==> src/rtl/vram_fill_engine.sv <==
// rtl/vram_fill_engine.sv - VRAM pattern fill engine with optional boot-time fill
//
// Writes a generated pattern into a VRAM write port, one word per clock.
// After reset it can fill the whole memory with an incrementing pattern on
// its own.
//
// Ports:
//   clk         memory clock; every register in this block runs on it
//   rst_n       synchronous active-low reset
//   start       one-cycle request to begin a fill (honoured only in IDLE)
//   abort       ends a running fill after the write issued in that cycle
//   mode        pattern: 0 CONST, 1 INCR, 2 ADDR, 3 ALT
//   base_addr   first write address (taken modulo DEPTH)
//   length      word count, clamped to DEPTH
//   fill_value  pattern seed
//   mask        AND-mask applied to every written word
//   we          VRAM write enable (cea)
//   waddr       VRAM write address (ada); holds its value while we=0
//   wdata       VRAM write data (din); holds its value while we=0
//   busy        high while writes are being issued
//   done        one-cycle completion pulse
//   aborted     set together with done when the fill was aborted; held until the next start
module vram_fill_engine #(
  parameter int                ADDR_W        = 10,
  parameter int                DATA_W        = 8,
  parameter int                DEPTH         = 1024,
  parameter bit                BOOT_ON_RESET = 1'b1,
  parameter logic [DATA_W-1:0] BOOT_MASK     = DATA_W'(8'h7F)
) (
  input  logic              clk,
  input  logic              rst_n,
  input  logic              start,
  input  logic              abort,
  input  logic [1:0]        mode,
  input  logic [ADDR_W-1:0] base_addr,
  input  logic [ADDR_W:0]   length,
  input  logic [DATA_W-1:0] fill_value,
  input  logic [DATA_W-1:0] mask,
  output logic              we,
  output logic [ADDR_W-1:0] waddr,
  output logic [DATA_W-1:0] wdata,
  output logic              busy,
  output logic              done,
  output logic              aborted
);

  localparam int LW = ADDR_W + 1;
  localparam logic [LW-1:0]     DEPTH_L   = LW'(DEPTH);
  localparam logic [ADDR_W-1:0] LAST_ADDR = ADDR_W'(DEPTH - 1);

  localparam logic [1:0] MODE_CONST = 2'd0;
  localparam logic [1:0] MODE_INCR  = 2'd1;
  localparam logic [1:0] MODE_ADDR  = 2'd2;

  typedef enum logic [1:0] {
    IDLE  = 2'd0,
    WRITE = 2'd1,
    DONE  = 2'd2
  } state_t;

  state_t state, state_n;

  logic              we_n, busy_n, done_n, aborted_n;
  logic [ADDR_W-1:0] waddr_n;
  logic [DATA_W-1:0] wdata_n;

  // Parameters of the running fill, captured when it is accepted.
  logic [1:0]        mode_r, mode_n;
  logic [DATA_W-1:0] fv_r, fv_n;
  logic [DATA_W-1:0] mask_r, mask_n;
  // idx_r is the index of the word currently on the port; left_r counts
  // the words still to be written after it.
  logic [LW-1:0]     idx_r, idx_n;
  logic [LW-1:0]     left_r, left_n;
  // Set by reset when the boot fill is enabled; consumed by the first fill.
  logic              boot_r, boot_n;

  // Request mux: the pending boot fill overrides the external start inputs.
  logic              req;
  logic [1:0]        req_mode;
  logic [ADDR_W-1:0] req_base;
  logic [LW-1:0]     req_len;
  logic [DATA_W-1:0] req_fv;
  logic [DATA_W-1:0] req_mask;
  logic [LW-1:0]     base_mod;
  logic [LW-1:0]     len_clamped;
  logic [ADDR_W-1:0] first_addr;
  logic [LW-1:0]     next_idx;
  logic [ADDR_W-1:0] next_addr;

  function automatic logic [DATA_W-1:0] gen_word(
    input logic [1:0]        m,
    input logic [DATA_W-1:0] fv,
    input logic [DATA_W-1:0] mk,
    input logic [LW-1:0]     i,
    input logic [ADDR_W-1:0] a
  );
    logic [DATA_W-1:0] d;
    case (m)
      MODE_CONST: d = fv;
      MODE_INCR:  d = fv + DATA_W'(i);
      // Size cast zero-extends or truncates the address to the data width.
      MODE_ADDR:  d = DATA_W'(a);
      default:    d = i[0] ? ~fv : fv;
    endcase
    return d & mk;
  endfunction

  always_comb begin
    req = boot_r | start;
    if (boot_r) begin
      req_mode = MODE_INCR;
      req_base = '0;
      req_len  = DEPTH_L;
      req_fv   = '0;
      req_mask = BOOT_MASK;
    end else begin
      req_mode = mode;
      req_base = base_addr;
      req_len  = length;
      req_fv   = fill_value;
      req_mask = mask;
    end

    // Widened by one bit so the modulus is non-zero when DEPTH = 2^ADDR_W.
    base_mod    = {1'b0, req_base} % DEPTH_L;
    first_addr  = base_mod[ADDR_W-1:0];
    len_clamped = (req_len > DEPTH_L) ? DEPTH_L : req_len;
    next_idx    = idx_r + LW'(1);
    next_addr   = (waddr == LAST_ADDR) ? '0 : waddr + ADDR_W'(1);

    state_n   = state;
    we_n      = 1'b0;
    busy_n    = 1'b0;
    done_n    = 1'b0;
    aborted_n = aborted;
    waddr_n   = waddr;
    wdata_n   = wdata;
    mode_n    = mode_r;
    fv_n      = fv_r;
    mask_n    = mask_r;
    idx_n     = idx_r;
    left_n    = left_r;
    boot_n    = boot_r;

    case (state)
      IDLE: begin
        // abort has no meaning here, so start wins when both are present.
        if (req) begin
          boot_n    = 1'b0;
          aborted_n = 1'b0;
          mode_n    = req_mode;
          fv_n      = req_fv;
          mask_n    = req_mask;
          if (len_clamped == '0) begin
            state_n = DONE;
            done_n  = 1'b1;
          end else begin
            state_n = WRITE;
            we_n    = 1'b1;
            busy_n  = 1'b1;
            waddr_n = first_addr;
            wdata_n = gen_word(req_mode, req_fv, req_mask, '0, first_addr);
            idx_n   = '0;
            left_n  = len_clamped - LW'(1);
          end
        end
      end

      WRITE: begin
        // The word on the port this cycle is written regardless of abort.
        if (abort) begin
          state_n   = DONE;
          done_n    = 1'b1;
          aborted_n = 1'b1;
        end else if (left_r == '0) begin
          state_n = DONE;
          done_n  = 1'b1;
        end else begin
          we_n    = 1'b1;
          busy_n  = 1'b1;
          idx_n   = next_idx;
          left_n  = left_r - LW'(1);
          waddr_n = next_addr;
          wdata_n = gen_word(mode_r, fv_r, mask_r, next_idx, next_addr);
        end
      end

      DONE: begin
        state_n = IDLE;
      end

      default: begin
        state_n = IDLE;
      end
    endcase
  end

  always_ff @(posedge clk) begin
    if (!rst_n) begin
      state   <= IDLE;
      we      <= 1'b0;
      waddr   <= '0;
      wdata   <= '0;
      busy    <= 1'b0;
      done    <= 1'b0;
      aborted <= 1'b0;
      mode_r  <= '0;
      fv_r    <= '0;
      mask_r  <= '0;
      idx_r   <= '0;
      left_r  <= '0;
      boot_r  <= BOOT_ON_RESET;
    end else begin
      state   <= state_n;
      we      <= we_n;
      waddr   <= waddr_n;
      wdata   <= wdata_n;
      busy    <= busy_n;
      done    <= done_n;
      aborted <= aborted_n;
      mode_r  <= mode_n;
      fv_r    <= fv_n;
      mask_r  <= mask_n;
      idx_r   <= idx_n;
      left_r  <= left_n;
      boot_r  <= boot_n;
    end
  end

endmodule
==> config.mk <==
export PLATFORM = sky130hd
export DESIGN_NAME = vram_fill_engine
export DESIGN_NICKNAME = d
export VERILOG_FILES = /design/src/rtl/vram_fill_engine.sv
export SDC_FILE = /design/constraint.sdc
export NUM_CORES = 1
export LEC_CHECK = 0
export BUFFER_PORTS_ARGS = -buffer_cell sky130_fd_sc_hd__clkbuf_2
export CORE_MARGIN = 2
export CORE_UTILIZATION = 40
export DETAILED_ROUTE_END_ITERATION = 16
export PLACE_DENSITY = 0.67
export SLEW_MARGIN = 15
export SYNTH_ARGS = -nofsm -noshare
export SYNTH_HDL_FRONTEND = slang
export SYNTH_SLANG_ARGS = --single-unit
==> constraint.sdc <==
create_clock -name clk -period 3.14 [get_ports clk]
set_clock_uncertainty 0.1 [all_clocks]
set_input_delay 0.314 -clock clk [delete_from_list [all_inputs] [get_ports clk]]
set_output_delay 0.314 -clock clk [all_outputs]
set_load 0.01 [all_outputs]
* Word level (Yosys, flattened, before mapping)
Cells that the tools add are included.
** Word-level totals
- Register bits :: 64
- Input bits :: 43
- Output and inout port bits :: 22
- Logic and storage cells :: 96
** Operators by class
- $add $sub $neg :: 5
- Magnitude comparators :: 1
- Eq/ne operators :: 11
- Mux-type cells :: 54
- Bitwise operators :: 4
- Reductions and logical operators :: 9
** Operators with widths (count)
- two-way mux 8 bit :: 14
- two-way mux 11 bit :: 10
- two-way mux 10 bit :: 6
- one-hot mux 11 bit (2 select lines) :: 2
- one-hot mux 8 bit (3 select lines) :: 1
- logical NOT 11 bit :: 2
- subtractor 11 x 1 -> 11 bit (second input constant) :: 2
- one-hot mux 10 bit (2 select lines) :: 1
- bitwise AND 8 bit :: 2
- one-hot mux 8 bit (2 select lines) :: 1
- adder 11 x 1 -> 11 bit (second input constant) :: 1
- greater-than comparator 11 bit (second input constant) :: 1
- adder 10 x 1 -> 10 bit (second input constant) :: 1
- equality test 10 bit (second input constant) :: 1
- two-way mux 1 bit :: 10
- two-way mux 2 bit :: 5
- != test 2 bit (second input constant) :: 5
- adder 8 bit :: 1
- NOT 8 bit :: 1
- one-hot mux 1 bit (2 select lines) :: 3
- AND reduction 5 bit :: 1
- equality test 2 x 1 -> 1 bit (second input constant) :: 2
- equality test 2 bit (second input constant) :: 2
- logical NOT 2 bit :: 2
- 6 further kinds :: 7

* Longest topological paths before layout
- Word-level depth :: 11
- Gate-level depth with buffers :: 12
- Gate-level depth less buffers :: 11

* Worst setup path after synthesis
Ideal clock, no wire load.
- Path kind :: reg2reg
- From :: register state[1]
- To :: register left_r[10]
- Setup time :: 133 ps
- Data arrival time :: 2451 ps
- Data required time :: 2907 ps
- Setup slack :: 457 ps
- Stages on the path, launching flop included :: 13
- Path buffers :: 3
- Period minus slack after synthesis :: 2683 ps
- Path through :: dfxtp_1 nand2b_1 buf_2 clkbuf_1 buf_1 and3_1 a21oi_1 ha_1 o21ai_0 a2111oi_2 o311ai_0 nand2_1 a31oi_1
** On the way
- Longest elaborated chain between the ends :: 3
- Elaborated cells on any way between the ends :: 9
- Classes of those cells :: 5 x eq/ne; 1 x mux; 3 x reduce/logical
** Ends and longest elaborated chain
- from (decl) :: line 61 : state_t state, state_n;
- from (signal assigned) :: line 215 : state <= state_n;
- equality test 2 x 1 -> 1 bit or logical NOT 2 bit (tied branches) :: line 146 : case (state)
- != test 2 bit (no line) or nonzero test 2 bit (tied branches)
- AND reduction 5 bit (no line)
- to (signal assigned) :: line 226 : left_r <= left_n;
- to (decl) :: line 74 : logic [LW-1:0] left_r, left_n;
Parallel ways exist; a longest one is shown, timed or not.
A chain may end at the register's enable or synchronous reset.

* Final worst setup path
- From :: register idx_r[0]
- To :: register wdata[7]
** On the way
- Longest elaborated chain between the ends :: 10
- Elaborated cells on any way between the ends :: 11
- Classes of those cells :: 2 x add/sub; 8 x mux; 1 x bitwise
** Ends and longest elaborated chain
- from (decl) :: line 73 : logic [LW-1:0] idx_r, idx_n;
- from (signal assigned) :: line 225 : idx_r <= idx_n;
- adder 11 x 1 -> 11 bit (*) :: line 129 : next_idx = idx_r + LW'(1);
- adder 8 bit or two-way mux 8 bit (tied branches) :: line 101, 104
- one-hot mux 8 bit (3 select lines) (*) :: line 99 : case (m)
- two-way mux 8 bit (*) :: line 176 : end else if (left_r == '0) begin
- two-way mux 8 bit (*) :: line 172 : if (abort) begin
- two-way mux 8 bit (*) :: line 146
- bitwise AND 8 bit (*) :: line 106 : return d & mk;
- two-way mux 8 bit (*) :: line 176
- two-way mux 8 bit (*) :: line 172
- one-hot mux 8 bit (2 select lines) (*) :: line 146
- to (signal assigned) :: line 218 : wdata <= wdata_n;
- to (decl) :: line 41 : output logic [DATA_W-1:0] wdata,
Every way passes the cells marked *; elsewhere a longest branch is shown, timed or not. The select of a mux whose other input is x is not followed.

==> run_results.csv <==
group,metric,value,unit
run_status,outcome,"complete, no violations",
cts,clockBufferDepth,2,
cts,cts_tree,"built",
die,core,0.00973,mm²
layout,layout.nets,631,
sta,tns,0,ns
sta,hold_viol,0,
routing,drt-wirelength-per-cell,16.7,µm
layout,drive_above_1_share,20.6,%
grt,grt_max_degree,37,
die,die_area,0.0108,mm²
sta,tightest_slew,0.690,ns
cts,cts_setup_buffers,0,
critical_path,path_class,"register to register",
cts,cts.clk_slew.worst_paths,0.08,ns
critical_path,r2r-start,"idx_r[0]",
grt,grt_usage,22.4,%
placement,dp_hpwl,8.50,mm
grt,grt_pass1_wl,19.9,mm
critical_path,crit_path_start,"idx_r[0]",
sta,drv_slew,0,
routing,viasPerCell,5.84,
placement,routabilityCongestion,0.870,
sta,post-route-period-util,86.7,%
cts,cts_buffers,9,
layout,num_antenna_cells,0,
synth,synth_cells,526,
critical_path,path_cells,"ha_1 > nand3_1 > xnor2_1 > ha_1 > o21ai_0 > nand2b_1 > a31oi_1 > nand2_1 > a31oi_1 > a21oi_1",
die,die_y,104,µm
critical_path,cpPeakStageDelay,0.59,ns
placement,place_ws,0.453,ns
pwr,switchingPower,1.22,mW
synth,yosysSeqAreaShare,30.5,%
cts,ctsHoldBuffers,0,
synth,async_flop_share,0,%
routing,drt_iter0_drc,266,
pwr,p_seq_share,35.1,%
critical_path,worstPathMaxFanout,8,
synth,syn-cell-area,0.00400,mm²
critical_path,cp.required,3.27,ns
die,start_util,41.1,%
synth,yosys.cell_types.count,65,
synth,synth-main-ff-cell,"dfxtp_1",
pwr,power,3.17,mW
pwr,p_int,1.95,mW
pwr,switching_share,38.5,%
die,rows,36,
synth,synth-seq-cells,61,
layout,final_cells,715,
grt,antenna_found_initial,0,
die,io-pin-count,65,
synth,synth_nets,580,
critical_path,cp-endpoint,"wdata[7]",
sta,fmax,367,MHz
routing,ant_nets,0,
placement,place_inst,699,
critical_path,cp-end-kind,"register",
cts,clk_latency,0.35,ns
sta,fin_ws,0.418,ns
pwr,ir_drop,0.402,mV
grt,grt_pass1_vias,4022,
pwr,p_comb_share,37.8,%
grt,gr-total-overflow,0,
sta,setup_viol,0,
synth,yosys_warnings,0,
layout,fillers,1010,
placement,port_buffers,64,
routing,drt_wl_total,12.0,mm
sta,rsz0062_at_grt,"false",
routing,route.detailed.drc,0,
sta,fin_crit,2.72,ns
job,drv_cap,0,
cts,ctsHtreeMaxLevel,3,
routing,vias,4176,
critical_path,rrSetupSlack,0.42,ns
cts,cts_resized,0,
pwr,p_per_area,676,mW/mm²
critical_path,rr_worst_depth,10,
synth,synth_edf_count,0,
routing,firstDrtPassIters,5,
critical_path,cp_slowest_cell,"dfxtp_1",
pwr,p_clk_share,27.1,%
critical_path,r2r-end,"wdata[7]",
pwr,leakage,1.80,nW
hold_path,min_path_type,"input pin to register",
cts,cts-root-buf,"clkbuf_8",
critical_path,cp.arrival,2.85,ns
critical_path,start_kind,"register",
synth,syn_avg_cell_area,7.60,µm²
layout,area_growth,17.1,%
cts,clock-sinks,61,
sta,slew_headroom,53.9,%
die,die_x,104,µm
-- kinds of logic (layout without fill, tap and decap cells) --
kind of cell             Yosys count  in the layout  share of synthesized area, %
AO/OA/AOI/OAI                    154            154                          23.7
XOR/XNOR                          25             25                          5.48
adder cells (fa/ha/maj)           11             11                          3.63
buffers and inverters             49            105                          5.26
flip-flops                        61             61                          30.5
multiplexers                      10             10                          3.88
AND/OR/NAND/NOR                  216            216                          27.6
-- cells in the final DEF (no fill, tap or decap), types with 3 or more instances in the layout --
master / Yosys / routed
o211ai_1: 3 / 3
or2_2: 7 / 7
nor2_1: 43 / 43
nand4_1: 4 / 4
a31oi_1: 12 / 12
clkbuf_2: 0 / 64
nor3b_1: 7 / 7
nand2_1: 51 / 51
or4_1: 3 / 3
a22oi_1: 6 / 6
mux4_2: 4 / 4
o21ai_1: 8 / 8
nor4_2: 3 / 3
xor2_1: 7 / 7
nor2b_1: 9 / 8
clkbuf_8: 0 / 13
xnor2_1: 18 / 18
buf_4: 2 / 12
nor3_1: 31 / 31
o21ai_0: 33 / 33
and3_1: 7 / 7
o22ai_1: 7 / 7
mux2_2: 4 / 4
nand3_1: 26 / 26
a21oi_1: 53 / 53
a211oi_1: 5 / 5
nand2b_1: 4 / 4
ha_1: 10 / 10
nand3b_1: 7 / 7
nor4_1: 4 / 4
inv_1: 11 / 11
dfxtp_1: 61 / 61
o31a_1: 3 / 3
-- how the worst min path moves through the flow --
| stage | from | cells after the start | endpoint |
|---|---|---|---|
| floorplan | mask_r[1] | 2 | wdata[1] |
| global placement | mask_r[7] | 2 | mask_r[7] |
| detailed placement | mask_r[1] | 2 | wdata[1] |
| CTS | mode[1] | 3 | mode_r[1] |
| global route | mask[7] | 3 | mask_r[7] |
| finish | mode[1] | 3 | mode_r[1] |
-- critical path, delay by kind of cell (launching register included) --
| family | cells | cell delay, ns |
|---|---|---|
| compound gates | 4 | 0.72 |
| fa+ha+maj | 2 | 0.62 |
| flops | 1 | 0.59 |
| xor+xnor | 1 | 0.30 |
| simple gates | 3 | 0.29 |
-- metal layers --
metal,up-vias,wire length [µm],GRT usage (%)
met1,1978,5290,28.6
met2,150,5640,37.7
met4,0,302,8.01
met3,24,730,4.07
li1,2024,-,-
met5,-,0,0
-- power groups by stage --
stage / combinational, mW / sequential, mW / clock [mW]
after CTS: 1.20 / 1.11 / 0.872
after floorplan: 0.867 / 1.08 / 0
after global placement: 1.18 / 1.12 / 0
final: 1.20 / 1.11 / 0.858
after detailed placement: 1.19 / 1.12 / 0
after global routing: 1.34 / 1.13 / 0.906
-- stage by stage --
stage	util, %	area [µm²]	hold WS (ns)
floorplan	-	4000	0.342
global placement	45.6	4440	0.355
detailed placement	45.6	4440	0.356
CTS	48.1	4680	0.127
global route	48.1	4680	0.145
finish	48.1	4680	0.140
-- cell type report --
| type | count | area, µm² | share of cell area (%) |
|---|---|---|---|
| flip-flops and latches | 61 | 1220 | 26.1 |
| clock inverters | 3 | 65.1 | 1.39 |
| well taps | 133 | 166 | 3.55 |
| clock buffers | 13 | 179 | 3.82 |
| multi-input cells | 416 | 2570 | 55.0 |
| inverters | 12 | 45.0 | 0.962 |
| repair buffers | 77 | 430 | 9.19 |
-- state kept, by name (all words and copies together) (netlist names) --
signal	flops
mask_r	8
busy	1
mode_r	2
wdata	8
boot_r	1
waddr	10
left_r	11
state	2
aborted	1
idx_r	8
done	1
fv_r	8
-- synth_stat cells, types with 3 or more instances --
library cell | count | area share (%)
nor4_1 | 4 | 0.63
or2_2 | 7 | 1.1
nor3_1 | 31 | 3.9
o21ai_0 | 33 | 4.1
inv_1 | 11 | 1.0
ha_1 | 10 | 3.1
mux2_2 | 4 | 1.1
xor2_1 | 7 | 1.5
clkbuf_1 | 23 | 2.2
nor4_2 | 3 | 0.94
a31oi_1 | 12 | 1.9
nand3_1 | 26 | 3.3
a21oi_1 | 53 | 6.6
buf_1 | 7 | 0.66
and3_1 | 7 | 1.1
nor2_1 | 43 | 4.0
a22oi_1 | 6 | 1.1
dfxtp_1 | 61 | 31
nor3b_1 | 7 | 1.3
nand4_1 | 4 | 0.63
o31a_1 | 3 | 0.66
mux4_2 | 4 | 2.3
or4_1 | 3 | 0.56
buf_2 | 3 | 0.38
o211ai_1 | 3 | 0.56
o22ai_1 | 7 | 1.1
a211oi_1 | 5 | 0.94
nor2b_1 | 9 | 1.4
nand3b_1 | 7 | 1.3
nand2_1 | 51 | 4.8
o21ai_1 | 8 | 1.0
xnor2_1 | 18 | 3.9
nand2b_1 | 4 | 0.63
No activity file was read; power rests on OpenSTA's default activity.
